===== src/rtl/ebpf_alu_pkg.sv =====
// Shared types and helpers for the eBPF ALU execute units.
// Holds the shift opcode encoding, the barrel level-to-stage mapping and a width-generic bit reverse.
package ebpf_alu_pkg;

    typedef enum logic [1:0] {
        SH_LSH  = 2'b00,
        SH_RSH  = 2'b01,
        SH_ARSH = 2'b10,
        SH_RSVD = 2'b11
    } shift_op_t;

    localparam int DATA_W_DEFAULT = 64;
    localparam int SHAMT_W        = $clog2(DATA_W_DEFAULT);
    // Widest datapath the generic helpers below can handle.
    localparam int MAX_W          = 256;

    function automatic logic [MAX_W-1:0] bit_reverse(input logic [MAX_W-1:0] v, input int w);
        logic [MAX_W-1:0] r;
        r = '0;
        for (int i = 0; i < MAX_W; i++) begin
            if (i < w) r[i] = v[w-1-i];
        end
        return r;
    endfunction

    function automatic int stage_of_level(input int i, input int stages, input int shamt_w);
        return (i * stages) / shamt_w;
    endfunction

endpackage


===== src/rtl/ebpf_shift_stage.sv =====
// One register slice of the shift pipeline: applies its share of barrel levels, then registers.
// The last slice also finishes the result (LSH un-reverse, ALU32 truncation, reserved-op zeroing).
module ebpf_shift_stage
    import ebpf_alu_pkg::*;
#(
    parameter int DATA_W    = 64,
    parameter int TAG_W     = 5,
    parameter int STAGES    = 2,
    parameter int STAGE_IDX = 0,
    parameter bit LAST      = 1'b0,
    localparam int AMT_W    = $clog2(DATA_W)
) (
    input  logic              clk,
    input  logic              rst,
    input  logic              load,
    input  logic              up_valid,
    input  logic [DATA_W-1:0] up_data,
    input  logic [AMT_W-1:0]  up_amt,
    input  logic              up_fill,
    input  shift_op_t         up_op,
    input  logic              up_alu32,
    input  logic [TAG_W-1:0]  up_tag,
    output logic              valid,
    output logic [DATA_W-1:0] data,
    output logic [AMT_W-1:0]  amt,
    output logic              fill,
    output shift_op_t         op,
    output logic              alu32,
    output logic [TAG_W-1:0]  tag,
    output logic              err
);

    localparam logic [DATA_W-1:0] ONES = '1;

    logic [DATA_W-1:0] shifted;
    logic [DATA_W-1:0] finished;

    always_comb begin
        shifted = up_data;
        for (int i = 0; i < AMT_W; i++) begin
            if (stage_of_level(i, STAGES, AMT_W) == STAGE_IDX && up_amt[i]) begin
                shifted = (shifted >> (1 << i)) | (up_fill ? ~(ONES >> (1 << i)) : '0);
            end
        end
        finished = shifted;
        if (LAST) begin
            if (up_op == SH_LSH) finished = DATA_W'(bit_reverse(MAX_W'(shifted), DATA_W));
            if (up_alu32) finished = {{(DATA_W-32){1'b0}}, finished[31:0]};
            if (up_op == SH_RSVD) finished = '0;
        end
    end

    always_ff @(posedge clk or posedge rst) begin
        if (rst) valid <= 1'b0;
        else if (load) valid <= up_valid;
    end

    // Only the output slice has its payload cleared on reset; inner payload is qualified by valid.
    if (LAST) begin : g_out_regs
        always_ff @(posedge clk or posedge rst) begin
            if (rst) begin
                data  <= '0;
                amt   <= '0;
                fill  <= 1'b0;
                op    <= SH_LSH;
                alu32 <= 1'b0;
                tag   <= '0;
                err   <= 1'b0;
            end else if (load && up_valid) begin
                data  <= finished;
                amt   <= up_amt;
                fill  <= up_fill;
                op    <= up_op;
                alu32 <= up_alu32;
                tag   <= up_tag;
                err   <= (up_op == SH_RSVD);
            end
        end
    end else begin : g_mid_regs
        always_ff @(posedge clk) begin
            if (load && up_valid) begin
                data  <= finished;
                amt   <= up_amt;
                fill  <= up_fill;
                op    <= up_op;
                alu32 <= up_alu32;
                tag   <= up_tag;
                err   <= (up_op == SH_RSVD);
            end
        end
    end

endmodule


===== src/rtl/ebpf_shift_unit.sv =====
// Pipelined eBPF LSH/RSH/ARSH unit (ALU64 and ALU32) with tag passthrough and valid/ready flow.
// LSH reuses the right-shift barrel by reversing the operand on the way in and the result on the way out.
module ebpf_shift_unit
    import ebpf_alu_pkg::*;
#(
    parameter int DATA_W = 64,
    parameter int STAGES = 2,
    parameter int TAG_W  = 5
) (
    input  logic              clk,
    input  logic              rst,
    input  logic              in_valid,
    output logic              in_ready,
    input  logic [1:0]        in_op,
    input  logic              in_alu32,
    input  logic [DATA_W-1:0] in_a,
    input  logic [DATA_W-1:0] in_b,
    input  logic [TAG_W-1:0]  in_tag,
    output logic              out_valid,
    input  logic              out_ready,
    output logic [DATA_W-1:0] out_data,
    output logic [TAG_W-1:0]  out_tag,
    output logic              out_err
);

    localparam int AMT_W = $clog2(DATA_W);

    shift_op_t         op_in;
    logic [DATA_W-1:0] prep;
    logic [DATA_W-1:0] barrel_in;
    logic [AMT_W-1:0]  amt_in;
    logic              fill_in;

    always_comb begin
        op_in = shift_op_t'(in_op);
        prep  = in_a;
        if (in_alu32) begin
            prep = (op_in == SH_ARSH) ? {{(DATA_W-32){in_a[31]}}, in_a[31:0]}
                                      : {{(DATA_W-32){1'b0}}, in_a[31:0]};
        end
        fill_in   = (op_in == SH_ARSH) && prep[DATA_W-1];
        barrel_in = (op_in == SH_LSH) ? DATA_W'(bit_reverse(MAX_W'(prep), DATA_W)) : prep;
        amt_in    = in_alu32 ? {{(AMT_W-5){1'b0}}, in_b[4:0]} : in_b[AMT_W-1:0];
    end

    // Index 0 is the prepared operand; index k+1 is the register output of stage k.
    logic [STAGES:0]   valid_a;
    logic [STAGES-1:0] load_v;
    logic [DATA_W-1:0] data_a  [STAGES+1];
    logic [AMT_W-1:0]  amt_a   [STAGES+1];
    logic              fill_a  [STAGES+1];
    shift_op_t         op_a    [STAGES+1];
    logic              alu32_a [STAGES+1];
    logic [TAG_W-1:0]  tag_a   [STAGES+1];
    logic              err_a   [STAGES+1];

    assign valid_a[0] = in_valid;
    assign data_a[0]  = barrel_in;
    assign amt_a[0]   = amt_in;
    assign fill_a[0]  = fill_in;
    assign op_a[0]    = op_in;
    assign alu32_a[0] = in_alu32;
    assign tag_a[0]   = in_tag;
    assign err_a[0]   = 1'b0;

    for (genvar k = 0; k < STAGES; k++) begin : g_stage
        // A stage may load if some slot at or after it is empty or the consumer is taking data.
        assign load_v[k] = out_ready | ~(&valid_a[STAGES:k+1]);

        ebpf_shift_stage #(
            .DATA_W    (DATA_W),
            .TAG_W     (TAG_W),
            .STAGES    (STAGES),
            .STAGE_IDX (k),
            .LAST      (k == STAGES-1)
        ) u_stage (
            .clk      (clk),
            .rst      (rst),
            .load     (load_v[k]),
            .up_valid (valid_a[k]),
            .up_data  (data_a[k]),
            .up_amt   (amt_a[k]),
            .up_fill  (fill_a[k]),
            .up_op    (op_a[k]),
            .up_alu32 (alu32_a[k]),
            .up_tag   (tag_a[k]),
            .valid    (valid_a[k+1]),
            .data     (data_a[k+1]),
            .amt      (amt_a[k+1]),
            .fill     (fill_a[k+1]),
            .op       (op_a[k+1]),
            .alu32    (alu32_a[k+1]),
            .tag      (tag_a[k+1]),
            .err      (err_a[k+1])
        );
    end

    assign in_ready  = load_v[0];
    assign out_valid = valid_a[STAGES];
    assign out_data  = data_a[STAGES];
    assign out_tag   = tag_a[STAGES];
    assign out_err   = err_a[STAGES];

    // Shift-amount upper bits and the last slice's pass-through fields have no consumer.
    logic unused_bits;
    assign unused_bits = ^{in_b[DATA_W-1:AMT_W], amt_a[STAGES], fill_a[STAGES],
                           op_a[STAGES], alu32_a[STAGES]};

endmodule


===== config.mk =====
export PLATFORM = sky130hd
export DESIGN_NAME = ebpf_shift_unit
export DESIGN_NICKNAME = d
export VERILOG_FILES = /design/src/rtl/ebpf_alu_pkg.sv /design/src/rtl/ebpf_shift_stage.sv /design/src/rtl/ebpf_shift_unit.sv
export SDC_FILE = /design/constraint.sdc
export NUM_CORES = 1
export LEC_CHECK = 0
export ABC_CLOCK_PERIOD_IN_PS = 3200
export BUFFER_PORTS_ARGS = -buffer_cell sky130_fd_sc_hd__buf_2
export CAP_MARGIN = 20
export CORE_MARGIN = 2
export CORE_UTILIZATION = 55
export DETAILED_ROUTE_END_ITERATION = 6
export GPL_TIMING_DRIVEN = 0
export PLACE_DENSITY = 0.79
export SLEW_MARGIN = 10
export SYNTH_ARGS = -nofsm -noshare
export SYNTH_HDL_FRONTEND = slang
export SYNTH_SLANG_ARGS = --single-unit
export TNS_END_PERCENT = 1

===== constraint.sdc =====
create_clock -name clk -period 3.2 [get_ports clk]
set_input_delay 0.16 -clock clk [delete_from_list [all_inputs] [get_ports clk]]
set_output_delay 0.16 -clock clk [all_outputs]
set_load 0.02 [all_outputs]

==> flow_results.org <==
** Status
- The flow ran to the end, and the final reports show no timing, DRC or antenna violations.

** STA
- Setup TNS Final :: 0 ns
- Final count of negative-setup-slack endpoints :: 0
- Ratio of final minimum period to clock period :: 79.4%
- The final max-slew violation count came to 0.
- Setup repair after global routing left no endpoint under its margin.
- The worst pin sits at a relative slew slack of 45.5%.
- Worst slew pin tran :: 0.818 ns
- For the final database, setup skew stands at 0.0166 ns.
- Tmin final :: 2.54 ns
- Worst-case hold slack :: 0.0526 ns
- Total count of hold-check failures in the final report :: 0
- Peak clock frequency supported by timing :: 393 MHz

** Clocking
- Number of hold-repair buffers added at the cts stage :: 12
- Clock tree synthesis inserted a total of 17 buffers.
- Worst-path clk slew :: 0.07 ns
- Clock tree synthesis selected as its root buffer the cell sky130_fd_sc_hd__clkbuf_16.
- Clock H-tree levels :: 4
- Post-CTS setup-driven buffer insertion count :: 0
- TritonCTS clock tree :: done
- Clock latency reported for the late side of the worst-skew pair :: 0.43 ns
- In this run the deepest clock path goes through 2 buffers.
- Resized cells post-CTS :: 0
- The clock drives 148 sinks.

** Routing
- Post-detailed-route wirelength per cell :: 25.2 um
- Using the TritonRoute via totals, the vias-per-cell ratio works out to 6.71.
- For this run, design rule violations remaining after detail routing come to 0.
- 1st-pass router iterations :: 6
- Once detail routing completed, the nets flagged for antenna violations numbered 0.
- After the first detailed-routing iteration, the DRC count stood at 1396.
- Summing over every cut layer, the via total after detailed routing is 10797.
- Final Routed Wirelength :: 40600 um

** Worst setup path
- For the worst setup path, the data required time is 3.36 ns.
- At the worst endpoint, the arrival time is 2.70 ns.
- Launching element of the worst setup path :: in_alu32
- The setup path with the least slack is of type input pin to flip-flop.
- Worst R2R Path Depth :: 6
- The worst register-to-register path begins at g_stage[0].u_stage.fill.
- Critical Path Fanout Max :: 10
- Internal reg-to-reg setup slack :: 0.85 ns
- The worst setup path is launched from an input pin.
- STA classifies the critical path endpoint as a flip-flop.

** Worst hold path
- Path category of the worst min-delay check :: input pin to flip-flop
- Worst Hold Path Cells :: 2
- In this run the most critical hold path is launched from in_b[5].

** Synth
- The number of nets in the synthesized netlist is 1281.
- The average instance in the mapped netlist occupies 9.73 sq um.
- By area, the combinational part of the netlist is dominated by compound AO/OA/AOI/OAI gates.
- Proportion of netlist area held by the largest area contributor :: 20.5%
- Yosys instantiated no cell more often than sky130_fd_sc_hd__nand2_1.
- The cell area that synthesis handed to floorplanning was 0.0111 sq mm.
- The number of different library cells used by synthesis comes to 54.
- The synthesized design contains 148 register bits.
- Adder-Cell Fraction of Synth Area :: 0%
- In the synthesized netlist, mux cells make up 13.7% of the area.
- Async set-or-reset flop fraction in the synthesized netlist :: 48.6%
- Summing the areas of all compound-gate instances in the mapped netlist gives 28.5% of the synthesized area.
- Among all flip-flop cells after synthesis, the most frequent one is sky130_fd_sc_hd__edfxtp_1.
- Number of flops mapped to enable cells by yosys :: 76
- Of all cell types, the one taking the most synthesized area is sky130_fd_sc_hd__edfxtp_1.
- After synthesis, the most frequently instantiated cells are sky130_fd_sc_hd__nand2_1 (126), sky130_fd_sc_hd__mux2i_1 (124), sky130_fd_sc_hd__a22oi_1 (122), sky130_fd_sc_hd__edfxtp_1 (76), sky130_fd_sc_hd__dfrtp_1 (72).
- Portion of the post-synthesis area used by sequential elements :: 36.8%
- Number of synthesis warnings :: 0
- Most area-consuming cells after synthesis :: sky130_fd_sc_hd__edfxtp_1 (21%), sky130_fd_sc_hd__dfrtp_1 (16%), sky130_fd_sc_hd__mux2i_1 (11%)
- The synthesized netlist devotes 0% of its cell area to XOR and XNOR gates.
- Cells after Synth :: 1141
- Synthesized-area fraction occupied by and/or/nand/nor cells :: 11.4%

** Power
- Cell leakage power :: 0.00562 uW
- Power spread over the standard cell area amounts to 512 mW/mm^2.
- Across the VDD grid, the largest voltage drop is 353 uV.

** Die
- From left edge to right edge, the die measures 146 um.
- Initial Utilization :: 56.5%
- Die area :: 0.0213 sq mm
- The floorplan step defined a core boundary enclosing 0.0197 sq mm.
- Die H :: 146 um
- 212 I/O pins were placed.
- The initialized floorplan defines 51 standard-cell rows.

** Layout
- Layout Nets :: 1468
- Fraction of final layout cells with drive strength greater than 1 :: 27.0%
- The finished cells cover 0.0130 sq mm.
- From synthesis to final layout, the design area changed by 17.0%.
- Layout Utilization :: 66.1%
- Final std cells w/o fill :: 1609

** Global route
- Global router's overall resource usage :: 37.6%
- Initial antenna violation count :: 3
- Global-route wire length before repair :: 61600 um
- Entering global routing, the biggest net connects 61 pins.
- The number of global-route vias before repair was 10272.
- Global routing finished with a remaining overflow of 0.

** Placement
- The congestion estimate from routability-driven global placement came to 1.13.
- Cells after DPL :: 1561
- The HPWL after detailed placement is 32100 um.
- Number of I/O port buffers :: 153
- In this run the cell area measured after placement is 0.0123 sq mm.

** Job
- Max_cap viols :: 0
-- state kept, by name, summed over array words and instances, names as in the netlist --
name                   flops
g_stage.u_stage.amt        3
g_stage.u_stage.err        1
g_stage.u_stage.tag       10
g_stage.u_stage.fill       1
g_stage.u_stage.op         2
g_stage.u_stage.alu32      1
g_stage.u_stage.data     128
g_stage.u_stage.valid      2
-- metal layers --
layer / GRT usage (%) / part of all wire [%]
met4: 23.9 / 6.9
met1: 46.9 / 38
met3: 5.69 / 8.2
met5: 0 / 0
met2: 61.4 / 47
-- critical path, stage by stage --
cell	delay, ns
sky130_fd_sc_hd__dlygate4sd3_1	0.53
sky130_fd_sc_hd__buf_2	0.14
sky130_fd_sc_hd__buf_6	0.14
sky130_fd_sc_hd__and4b_1	0.21
sky130_fd_sc_hd__buf_6	0.14
sky130_fd_sc_hd__a221oi_1	0.65
sky130_fd_sc_hd__mux2i_1	0.36
sky130_fd_sc_hd__a22oi_1	0.28
sky130_fd_sc_hd__nand2_1	0.09
-- worst paths after layout --
| path | endpoint |
|---|---|
| max in group asynchronous | g_stage[1].u_stage.data[21] |
| min in group asynchronous | g_stage[1].u_stage.data[4] |
| worst min register to register | g_stage[1].u_stage.tag[1] |
| worst max register to register | g_stage[1].u_stage.data[19] |
| worst min-delay path | g_stage[0].u_stage.amt[5] |
| worst max-delay path | g_stage[0].u_stage.data[53] |
-- layout make-up --
| cell class | count | area [sq um] |
|---|---|---|
| Clock inverter | 15 | 179 |
| Antenna cell | 3 | 7.51 |
| Clock buffer | 17 | 425 |
| Sequential cell | 148 | 4080 |
| Inverter | 7 | 28.8 |
| Timing Repair Buffer | 168 | 938 |
| Multi-Input combinational cell | 810 | 5960 |
| Tap cell | 265 | 332 |
| Buffer | 176 | 1040 |
| Fill cell | 1598 | 6660 |
-- power by group --
part           switching (uW)  internal, uW  total (uW)
logic                    1300           858        2150
clock network             943          1060        2000
registers                 206          2290        2500
total                    2450          4210        6660
-- per-stage QoR --
stage	total power, uW	setup WS (ns)
3_5_place_dp	4620	0.879
4_1_cts	6610	0.763
3_3_place_gp	4600	-0.161
5_1_grt	6930	0.575
2_1_floorplan	3910	0.207
6_report	6660	0.658
-- logic make-up after synthesis --
family / after synthesis
compound gates: 407
buf+inv: 183
flops: 148
mux: 146
simple gates: 257
-- cells in the final DEF (no fill, tap or decap), types with 5 or more instances in the layout --
| master | instances |
|---|---|
| sky130_fd_sc_hd__clkbuf_1 | 63 |
| sky130_fd_sc_hd__dfrtp_1 | 72 |
| sky130_fd_sc_hd__inv_8 | 5 |
| sky130_fd_sc_hd__a21o_1 | 9 |
| sky130_fd_sc_hd__buf_6 | 10 |
| sky130_fd_sc_hd__o211ai_1 | 12 |
| sky130_fd_sc_hd__clkinv_8 | 5 |
| sky130_fd_sc_hd__a211oi_1 | 11 |
| sky130_fd_sc_hd__nand2b_1 | 11 |
| sky130_fd_sc_hd__clkbuf_16 | 17 |
| sky130_fd_sc_hd__nor2_1 | 43 |
| sky130_fd_sc_hd__mux2_2 | 16 |
| sky130_fd_sc_hd__a222oi_1 | 5 |
| sky130_fd_sc_hd__dlygate4sd3_1 | 12 |
| sky130_fd_sc_hd__a21oi_1 | 61 |
| sky130_fd_sc_hd__o22ai_1 | 29 |
| sky130_fd_sc_hd__a221oi_2 | 30 |
| sky130_fd_sc_hd__buf_4 | 71 |
| sky130_fd_sc_hd__buf_2 | 181 |
| sky130_fd_sc_hd__nor2b_1 | 16 |
| sky130_fd_sc_hd__a221oi_1 | 22 |
| sky130_fd_sc_hd__nor4b_1 | 31 |
| sky130_fd_sc_hd__edfxtp_1 | 76 |
| sky130_fd_sc_hd__a22oi_1 | 122 |
| sky130_fd_sc_hd__o221ai_1 | 36 |
| sky130_fd_sc_hd__mux2i_1 | 124 |
| sky130_fd_sc_hd__a221o_1 | 18 |
| sky130_fd_sc_hd__a211o_1 | 6 |
| sky130_fd_sc_hd__o21a_1 | 6 |
| sky130_fd_sc_hd__o21ai_0 | 29 |
| sky130_fd_sc_hd__buf_1 | 5 |
| sky130_fd_sc_hd__nand2_1 | 126 |
Power figures use the tool's default switching activity.
